`src/rtl/relu_maxpool2_if.sv`:
```
// relu_maxpool2_if
//   Bundles the streaming pixel input and the pooled output of the
//   ReLU + 2x2 max-pool stage.
//
//   Handshake: valid-only stream, no ready. A pixel transfers on every rising
//   clk edge where valid_in=1, and the consumer must always accept it. On the
//   output side, pool*_out and frame_done are meaningful only in the cycle
//   where pool_valid_out=1. pool_valid_out is a one-cycle pulse, and the
//   downstream stage must take the beat in that cycle.
//
//   Signals
//     valid_in              : conv1_in..conv9_in carry one pixel this cycle
//     conv1_in..conv9_in    : signed channel samples, raster order
//     pool1_out..pool9_out  : pooled, ReLU-clipped channel samples
//     pool_valid_out        : one-cycle pulse, pool outputs valid
//     frame_done            : pulses with the last pooled beat of a frame
//
//   Modports: master = pixel producer / result consumer, slave = the stage.
interface relu_maxpool2_if #(
  parameter int DATA_BITS = 15
);
  logic                        valid_in;
  logic signed [DATA_BITS-1:0] conv1_in, conv2_in, conv3_in, conv4_in, conv5_in,
                               conv6_in, conv7_in, conv8_in, conv9_in;
  logic signed [DATA_BITS-1:0] pool1_out, pool2_out, pool3_out, pool4_out, pool5_out,
                               pool6_out, pool7_out, pool8_out, pool9_out;
  logic                        pool_valid_out;
  logic                        frame_done;

  modport master (
    output valid_in,
    output conv1_in, conv2_in, conv3_in, conv4_in, conv5_in,
           conv6_in, conv7_in, conv8_in, conv9_in,
    input  pool1_out, pool2_out, pool3_out, pool4_out, pool5_out,
           pool6_out, pool7_out, pool8_out, pool9_out,
    input  pool_valid_out, frame_done
  );

  modport slave (
    input  valid_in,
    input  conv1_in, conv2_in, conv3_in, conv4_in, conv5_in,
           conv6_in, conv7_in, conv8_in, conv9_in,
    output pool1_out, pool2_out, pool3_out, pool4_out, pool5_out,
           pool6_out, pool7_out, pool8_out, pool9_out,
    output pool_valid_out, frame_done
  );
endinterface

```
`src/rtl/relu_maxpool2.sv`:
```
// relu_maxpool2
//   Streaming ReLU + 2x2/stride-2 max-pool over 9 independent signed channels.
//   Pixels arrive in raster order, one per valid cycle. Even rows build
//   horizontal pair maxima into a half-width line buffer. Odd rows combine
//   each pair with the buffered value and emit one pooled beat per 2x2 window.
//
//   Ports
//     clk   : rising-edge clock
//     rst_n : asynchronous active-low reset (aborts any frame in progress)
//     bus   : relu_maxpool2_if.slave (pixel stream in, pooled beats out)
module relu_maxpool2 #(
  parameter int WIDTH     = 8,
  parameter int HEIGHT    = 8,
  parameter int DATA_BITS = 15
) (
  input  logic           clk,
  input  logic           rst_n,
  relu_maxpool2_if.slave bus
);
  localparam int NCH  = 9;
  localparam int HALF = WIDTH / 2;
  localparam int CW   = (WIDTH  > 2) ? $clog2(WIDTH)  : 1;
  localparam int RW   = (HEIGHT > 2) ? $clog2(HEIGHT) : 1;
  localparam int LBW  = (HALF   > 1) ? $clog2(HALF)   : 1;

  typedef logic signed [DATA_BITS-1:0] sample_t;

  function automatic sample_t smax(input sample_t a, input sample_t b);
    return (a > b) ? a : b;
  endfunction

  function automatic sample_t relu(input sample_t v);
    return v[DATA_BITS-1] ? '0 : v;
  endfunction

  sample_t x [NCH];
  assign x[0] = bus.conv1_in;
  assign x[1] = bus.conv2_in;
  assign x[2] = bus.conv3_in;
  assign x[3] = bus.conv4_in;
  assign x[4] = bus.conv5_in;
  assign x[5] = bus.conv6_in;
  assign x[6] = bus.conv7_in;
  assign x[7] = bus.conv8_in;
  assign x[8] = bus.conv9_in;

  logic [CW-1:0] col_q, col_d;
  logic [RW-1:0] row_q, row_d;
  sample_t       hold_q [NCH];
  sample_t       hold_d [NCH];
  sample_t       lbuf_q [NCH][HALF];
  sample_t       lbuf_d [NCH][HALF];
  sample_t       pool_q [NCH];
  sample_t       pool_d [NCH];
  logic          pvalid_q, pvalid_d;
  logic          fdone_q, fdone_d;

  logic           col_last, row_last;
  logic [LBW-1:0] lidx;

  assign col_last = (col_q == CW'(WIDTH - 1));
  assign row_last = (row_q == RW'(HEIGHT - 1));
  // One line-buffer slot per horizontal pair of input columns.
  assign lidx     = LBW'(col_q >> 1);

  always_comb begin
    col_d    = col_q;
    row_d    = row_q;
    hold_d   = hold_q;
    lbuf_d   = lbuf_q;
    pool_d   = pool_q;
    pvalid_d = 1'b0;
    fdone_d  = 1'b0;
    if (bus.valid_in) begin
      if (col_last) begin
        col_d = '0;
        row_d = row_last ? '0 : row_q + RW'(1);
      end else begin
        col_d = col_q + CW'(1);
      end
      // Row/column parity picks the role of the incoming pixel in its window.
      for (int c = 0; c < NCH; c++) begin
        case ({row_q[0], col_q[0]})
          2'b00:   hold_d[c]       = x[c];
          2'b01:   lbuf_d[c][lidx] = smax(hold_q[c], x[c]);
          2'b10:   hold_d[c]       = smax(lbuf_q[c][lidx], x[c]);
          default: pool_d[c]       = relu(smax(hold_q[c], x[c]));
        endcase
      end
      pvalid_d = row_q[0] & col_q[0];
      fdone_d  = row_q[0] & col_q[0] & row_last & col_last;
    end
  end

  always_ff @(posedge clk or negedge rst_n) begin
    if (!rst_n) begin
      col_q    <= '0;
      row_q    <= '0;
      pvalid_q <= 1'b0;
      fdone_q  <= 1'b0;
      for (int c = 0; c < NCH; c++) begin
        hold_q[c] <= '0;
        pool_q[c] <= '0;
        for (int i = 0; i < HALF; i++) lbuf_q[c][i] <= '0;
      end
    end else begin
      col_q    <= col_d;
      row_q    <= row_d;
      pvalid_q <= pvalid_d;
      fdone_q  <= fdone_d;
      hold_q   <= hold_d;
      lbuf_q   <= lbuf_d;
      pool_q   <= pool_d;
    end
  end

  assign bus.pool1_out      = pool_q[0];
  assign bus.pool2_out      = pool_q[1];
  assign bus.pool3_out      = pool_q[2];
  assign bus.pool4_out      = pool_q[3];
  assign bus.pool5_out      = pool_q[4];
  assign bus.pool6_out      = pool_q[5];
  assign bus.pool7_out      = pool_q[6];
  assign bus.pool8_out      = pool_q[7];
  assign bus.pool9_out      = pool_q[8];
  assign bus.pool_valid_out = pvalid_q;
  assign bus.frame_done     = fdone_q;
endmodule

```
`src/flat_wrapper.sv`:
```
// flat-port wrapper written by rule: the top's interface ports become plain ports
module relu_maxpool2_flat 
#(
  parameter int WIDTH     = 8,
  parameter int HEIGHT    = 8,
  parameter int DATA_BITS = 15
)
  (clk, rst_n, bus_valid_in, bus_conv1_in, bus_conv2_in, bus_conv3_in, bus_conv4_in, bus_conv5_in, bus_conv6_in, bus_conv7_in, bus_conv8_in, bus_conv9_in, bus_pool1_out, bus_pool2_out, bus_pool3_out, bus_pool4_out, bus_pool5_out, bus_pool6_out, bus_pool7_out, bus_pool8_out, bus_pool9_out, bus_pool_valid_out, bus_frame_done);
  relu_maxpool2_if #(.DATA_BITS(DATA_BITS)) bus_i ();
  input  logic clk;
  input  logic rst_n;
  input wire logic [$bits(bus_i.valid_in)-1:0] bus_valid_in;
  input wire logic [$bits(bus_i.conv1_in)-1:0] bus_conv1_in;
  input wire logic [$bits(bus_i.conv2_in)-1:0] bus_conv2_in;
  input wire logic [$bits(bus_i.conv3_in)-1:0] bus_conv3_in;
  input wire logic [$bits(bus_i.conv4_in)-1:0] bus_conv4_in;
  input wire logic [$bits(bus_i.conv5_in)-1:0] bus_conv5_in;
  input wire logic [$bits(bus_i.conv6_in)-1:0] bus_conv6_in;
  input wire logic [$bits(bus_i.conv7_in)-1:0] bus_conv7_in;
  input wire logic [$bits(bus_i.conv8_in)-1:0] bus_conv8_in;
  input wire logic [$bits(bus_i.conv9_in)-1:0] bus_conv9_in;
  output wire logic [$bits(bus_i.pool1_out)-1:0] bus_pool1_out;
  output wire logic [$bits(bus_i.pool2_out)-1:0] bus_pool2_out;
  output wire logic [$bits(bus_i.pool3_out)-1:0] bus_pool3_out;
  output wire logic [$bits(bus_i.pool4_out)-1:0] bus_pool4_out;
  output wire logic [$bits(bus_i.pool5_out)-1:0] bus_pool5_out;
  output wire logic [$bits(bus_i.pool6_out)-1:0] bus_pool6_out;
  output wire logic [$bits(bus_i.pool7_out)-1:0] bus_pool7_out;
  output wire logic [$bits(bus_i.pool8_out)-1:0] bus_pool8_out;
  output wire logic [$bits(bus_i.pool9_out)-1:0] bus_pool9_out;
  output wire logic [$bits(bus_i.pool_valid_out)-1:0] bus_pool_valid_out;
  output wire logic [$bits(bus_i.frame_done)-1:0] bus_frame_done;
  assign bus_i.valid_in = bus_valid_in;
  assign bus_i.conv1_in = bus_conv1_in;
  assign bus_i.conv2_in = bus_conv2_in;
  assign bus_i.conv3_in = bus_conv3_in;
  assign bus_i.conv4_in = bus_conv4_in;
  assign bus_i.conv5_in = bus_conv5_in;
  assign bus_i.conv6_in = bus_conv6_in;
  assign bus_i.conv7_in = bus_conv7_in;
  assign bus_i.conv8_in = bus_conv8_in;
  assign bus_i.conv9_in = bus_conv9_in;
  assign bus_pool1_out = bus_i.pool1_out;
  assign bus_pool2_out = bus_i.pool2_out;
  assign bus_pool3_out = bus_i.pool3_out;
  assign bus_pool4_out = bus_i.pool4_out;
  assign bus_pool5_out = bus_i.pool5_out;
  assign bus_pool6_out = bus_i.pool6_out;
  assign bus_pool7_out = bus_i.pool7_out;
  assign bus_pool8_out = bus_i.pool8_out;
  assign bus_pool9_out = bus_i.pool9_out;
  assign bus_pool_valid_out = bus_i.pool_valid_out;
  assign bus_frame_done = bus_i.frame_done;
  relu_maxpool2 #(.WIDTH(WIDTH), .HEIGHT(HEIGHT), .DATA_BITS(DATA_BITS)) u_core (.clk(clk), .rst_n(rst_n), .bus(bus_i));
endmodule
```
`config.mk`:
```
export PLATFORM = sky130hd
export DESIGN_NAME = relu_maxpool2_flat
export DESIGN_NICKNAME = d
export VERILOG_FILES = /design/src/rtl/relu_maxpool2_if.sv /design/src/rtl/relu_maxpool2.sv /design/src/flat_wrapper.sv
export SDC_FILE = /design/constraint.sdc
export NUM_CORES = 2
export LEC_CHECK = 0
export ABC_CLOCK_PERIOD_IN_PS = 3900
export BUFFER_PORTS_ARGS = -buffer_cell sky130_fd_sc_hd__buf_2
export CORE_ASPECT_RATIO = 0.6
export CORE_MARGIN = 2
export CORE_UTILIZATION = 56
export DETAILED_ROUTE_END_ITERATION = 7
export GPL_TIMING_DRIVEN = 0
export HOLD_SLACK_MARGIN = 0.08
export PLACE_DENSITY_LB_ADDON = 0.2
export SLEW_MARGIN = 40
export SYNTH_ARGS = -nofsm -noshare
export SYNTH_HDL_FRONTEND = slang
export SYNTH_SLANG_ARGS = --single-unit
```
`constraint.sdc`:
```
create_clock -name clk -period 3.9 [get_ports clk]
set_clock_uncertainty 0.1 [all_clocks]
set_input_delay 0.975 -clock clk [delete_from_list [all_inputs] [get_ports clk]]
set_output_delay 0.975 -clock clk [all_outputs]
set_load 0.02 [all_outputs]
```
==> metrics.txt <==
net count reported at finish=approximately 5,000; Fin. Hold Viols=0; commonest non-fill, non-tap cell in the layout=dfrtp_1; post-DR vias/cell=between 6 and 7; register area share after synthesis=between 40% and 50%; CP Max Fanout=10; Cell Area, Placed=45,100 µm²; area grow syn2layout=14.6%; Critical Path, Cell by Cell=clkbuf_8 -> clkbuf_4 -> mux4_2 -> ha_4 -> nand3_1 -> or3_4 -> o21bai_1 -> and3_1 -> or4_1 -> buf_6 -> buf_12 -> mux2i_1 -> a21oi_1; num rows=77; share of cells above drive strength 1=16.1%; Hold Path Class=input pin to asynchronous set/reset pin; simple-gate share of the synthesized area=about an eighth; TritonCTS buffer count=between 70 and 80; main combinational cell family by area after synthesis=compound AO/OA/AOI/OAI gates; Hold Buf Count CTS=0; Max stage delay on crit path=between 0.4 and 0.5 ns; Total GRT Usage=between 30% and 40%; RSZ-0062 raised after global routing=no; htree depth=3; total congestion overflow=0; Crit Path Class=flip-flop to flip-flop; placed wire-length estimate=between 90 and 100 mm; drt initial violations=about 4,400; Routed WL per cell=23.9 µm; clock root buffer=clkbuf_16; Worst IR Drop VDD=around 610 µV; synth unique cells=between 60 and 70; DRT Pass-1 Iters=6; Post-DRT Antenna Nets=0; Max clock buf depth=3; Synth Flop Type=dfrtp_1; fin crit period=~3.8 ns; final instance area=between 40,000 and 50,000 µm²; final-report max-slew violation count=0; cell family with most CP delay=simple AND/OR/NAND/NOR gates; vias in the first global route=33,753; power per cell area=about 940 nW/µm²; FFs w/ async S/R, synth=100%; Synth Area in Compound Gates=roughly 14%; EDFF count, synth=0; flops & latches, synth=between 800 and 900; Worst Setup Slack, final=between 0.1 and 0.15 ns; total power=45.5 mW; status=finished, final reports clean; Static Leak=around 23 nW; Clock transition at path regs=0.07 ns; commonest non-fill, non-tap cells in the layout=dfrtp_1, nand2_1, o21ai_0; Die ar.=just under 80,000 µm²; Fill cells=just under 6,000; mux share of post-synthesis cell area=a little under an eighth; syn avg cell area=around 10 µm²; Syn Std Cell Area=around 42,000 µm²; Tcrit/Tclk final=97.3%; critical path endpoint category=flip-flop; Max Freq=approximately 260 MHz; CTS tree=done; Yosys warnings=0; Remaining DRCs=0; Synth Area in XOR/XNOR=0%; worst slew pin tran=0.893 ns; highest-delay cell along the critical path=or4_1; Syn Inst Count=around 4,100; Final Setup Violations=0; clk sink count=between 800 and 900; critical path launch point type=flip-flop; Initial Utilization=between 50% and 60%; Buf/Inv on CP=4; Die Wd=between 300 and 400 µm; via count=roughly 35,000; core footprint=around 74,000 µm²; adder-cell area share of the yosys netlist=8.13%; insertion delay to the later sink of the worst-skew pair=about 0.66 ns; arrival time at the worst endpoint=between 4 and 5 ns; RePlAce Congestion=0.954; largest net degree at the start of global routing=107; initial antenna violation count=6; Die Ht=~220 µm; Worst Path Required=4.30 ns; final wirelength=~130 mm; max_slew headroom=about 40%; max cap viols=0; Port Buffers=~260; Top Ports=275; first-pass GRT wire length=~200 mm; Place WS=-1.24 ns
cell type report:
class	count	area, µm²	share of cell area, %
Clock inverter	28	367	0.759
Multi-Input combinational cell	2895	20300	42.1
Antenna cell	5	12.5	0.0259
Inverter	166	623	1.29
Buffer	256	1410	2.91
Clock buffer	112	2300	4.76
Tap cell	987	1230	2.56
Timing Repair Buffer	294	1800	3.73
Sequential cell	809	20200	41.9
registers in the layout (all words and copies together) (netlist names), 3 cells and up:
signal / count
u_core.row_q: 3
u_core.hold_q: 135
u_core.bus.pool6_out: 14
u_core.bus.pool7_out: 14
u_core.bus.pool1_out: 14
u_core.col_q: 3
u_core.bus.pool5_out: 14
u_core.bus.pool8_out: 14
u_core.lbuf_q: 540
u_core.bus.pool3_out: 14
u_core.bus.pool4_out: 14
u_core.bus.pool2_out: 14
u_core.bus.pool9_out: 14
worst register-to-register path, cell delays in order (launching register included):
cell	delay, ns
dfrtp_2	0.42
clkbuf_8	0.22
clkbuf_4	0.27
mux4_2	0.43
ha_4	0.31
nand3_1	0.10
or3_4	0.41
o21bai_1	0.18
and3_1	0.18
or4_1	0.48
buf_6	0.17
buf_12	0.15
mux2i_1	0.15
a21oi_1	0.08
repair_timing:
item / 4_1_cts / 5_1_grt
gates resized for setup: 75 / 51
setup endpoints to repair: 135 / 100
pin swaps: 0 / 3
buffers inserted: 1 / 14
cloned: 0 / 2
kinds of logic after synthesis:
logic type / Yosys count
buffers and inverters: 429
AOI/OAI and AO/OA: 999
and+or+nand+nor: 1286
DFF: 809
muxes: 327
other: 1
adders and majority gates: 274
metrics by stage:
stage	std cells	hold WS (ns)	setup TNS, ns	utilization, %
after floorplan	4133	0.345	0	-
after global placement	5384	0.357	-	60.4
after detailed placement	5396	0.365	-124.40	60.9
after CTS	5535	0.0910	0	64.8
after global routing	5552	0.106	0	65.2
final	5552	0.0939	0	65.2
Yosys cell counts (4+ instances only):
cell	n	area, µm²
o22ai_1	4	25.0
a211oi_1	24	180
o21ai_0	422	2110
and4_1	13	114
mux4_2	135	3040
a211o_1	7	61.3
nand4_1	29	181
a221oi_1	8	70.1
clkbuf_1	203	762
nor3b_1	8	60.1
nor3_1	16	80.1
o31ai_1	10	75.1
mux2i_1	162	1620
a31oi_1	106	663
nand3b_1	14	105
a221o_1	127	1270
mux2_2	29	327
dfrtp_1	809	20200
nand2_1	655	2460
and3_1	61	382
ha_1	274	3430
nor2_1	315	1180
nor4_1	16	100
a21o_1	17	128
nand3_1	51	255
nor3_2	5	50.1
buf_4	14	105
nor2b_1	13	81.3
inv_1	166	623
buf_6	5	56.3
and2_1	76	475
buf_1	11	41.3
buf_2	28	140
a21oi_1	243	1220
o211ai_1	5	37.5
where the power goes:
group          switching, mW  internal, mW  total (mW)
registers               2.79          12.4        15.2
clock network           3.42          4.64        8.07
logic                   13.1          9.10        22.2
total                   19.4          26.1        45.5
layer usage:
layer  part of all wire (%)  routed length [µm]  vias to the layer above  GRT usage [%]
met5                 0.0091                  12                        -          0.188
met4                    2.8                3710                        2           9.87
met3                     11               15000                      249           9.75
met2                     41               53900                     1907           45.5
met1                     45               59900                    17490           54.0
li1                       -                   -                    15545              -
worst paths after layout:
path / startpoint / end / slack, ns / depth (start not counted)
setup / recovery: u_core.col_q[2] / u_core.hold_q[53] / 0.10 / 13
hold / removal: rst_n / u_core.bus.pool3_out[2] / 0.09 / 1
setup reg to reg: u_core.col_q[2] / u_core.hold_q[53] / 0.10 / 13
hold reg to reg: u_core.lbuf_q[181] / u_core.lbuf_q[181] / 0.38 / 2
max in group asynchronous: rst_n / u_core.bus.pool9_out[8] / 1.44 / 5
min in group clk: u_core.lbuf_q[181] / u_core.lbuf_q[181] / 0.38 / 2
No activity file was read; power rests on OpenSTA's default activity.
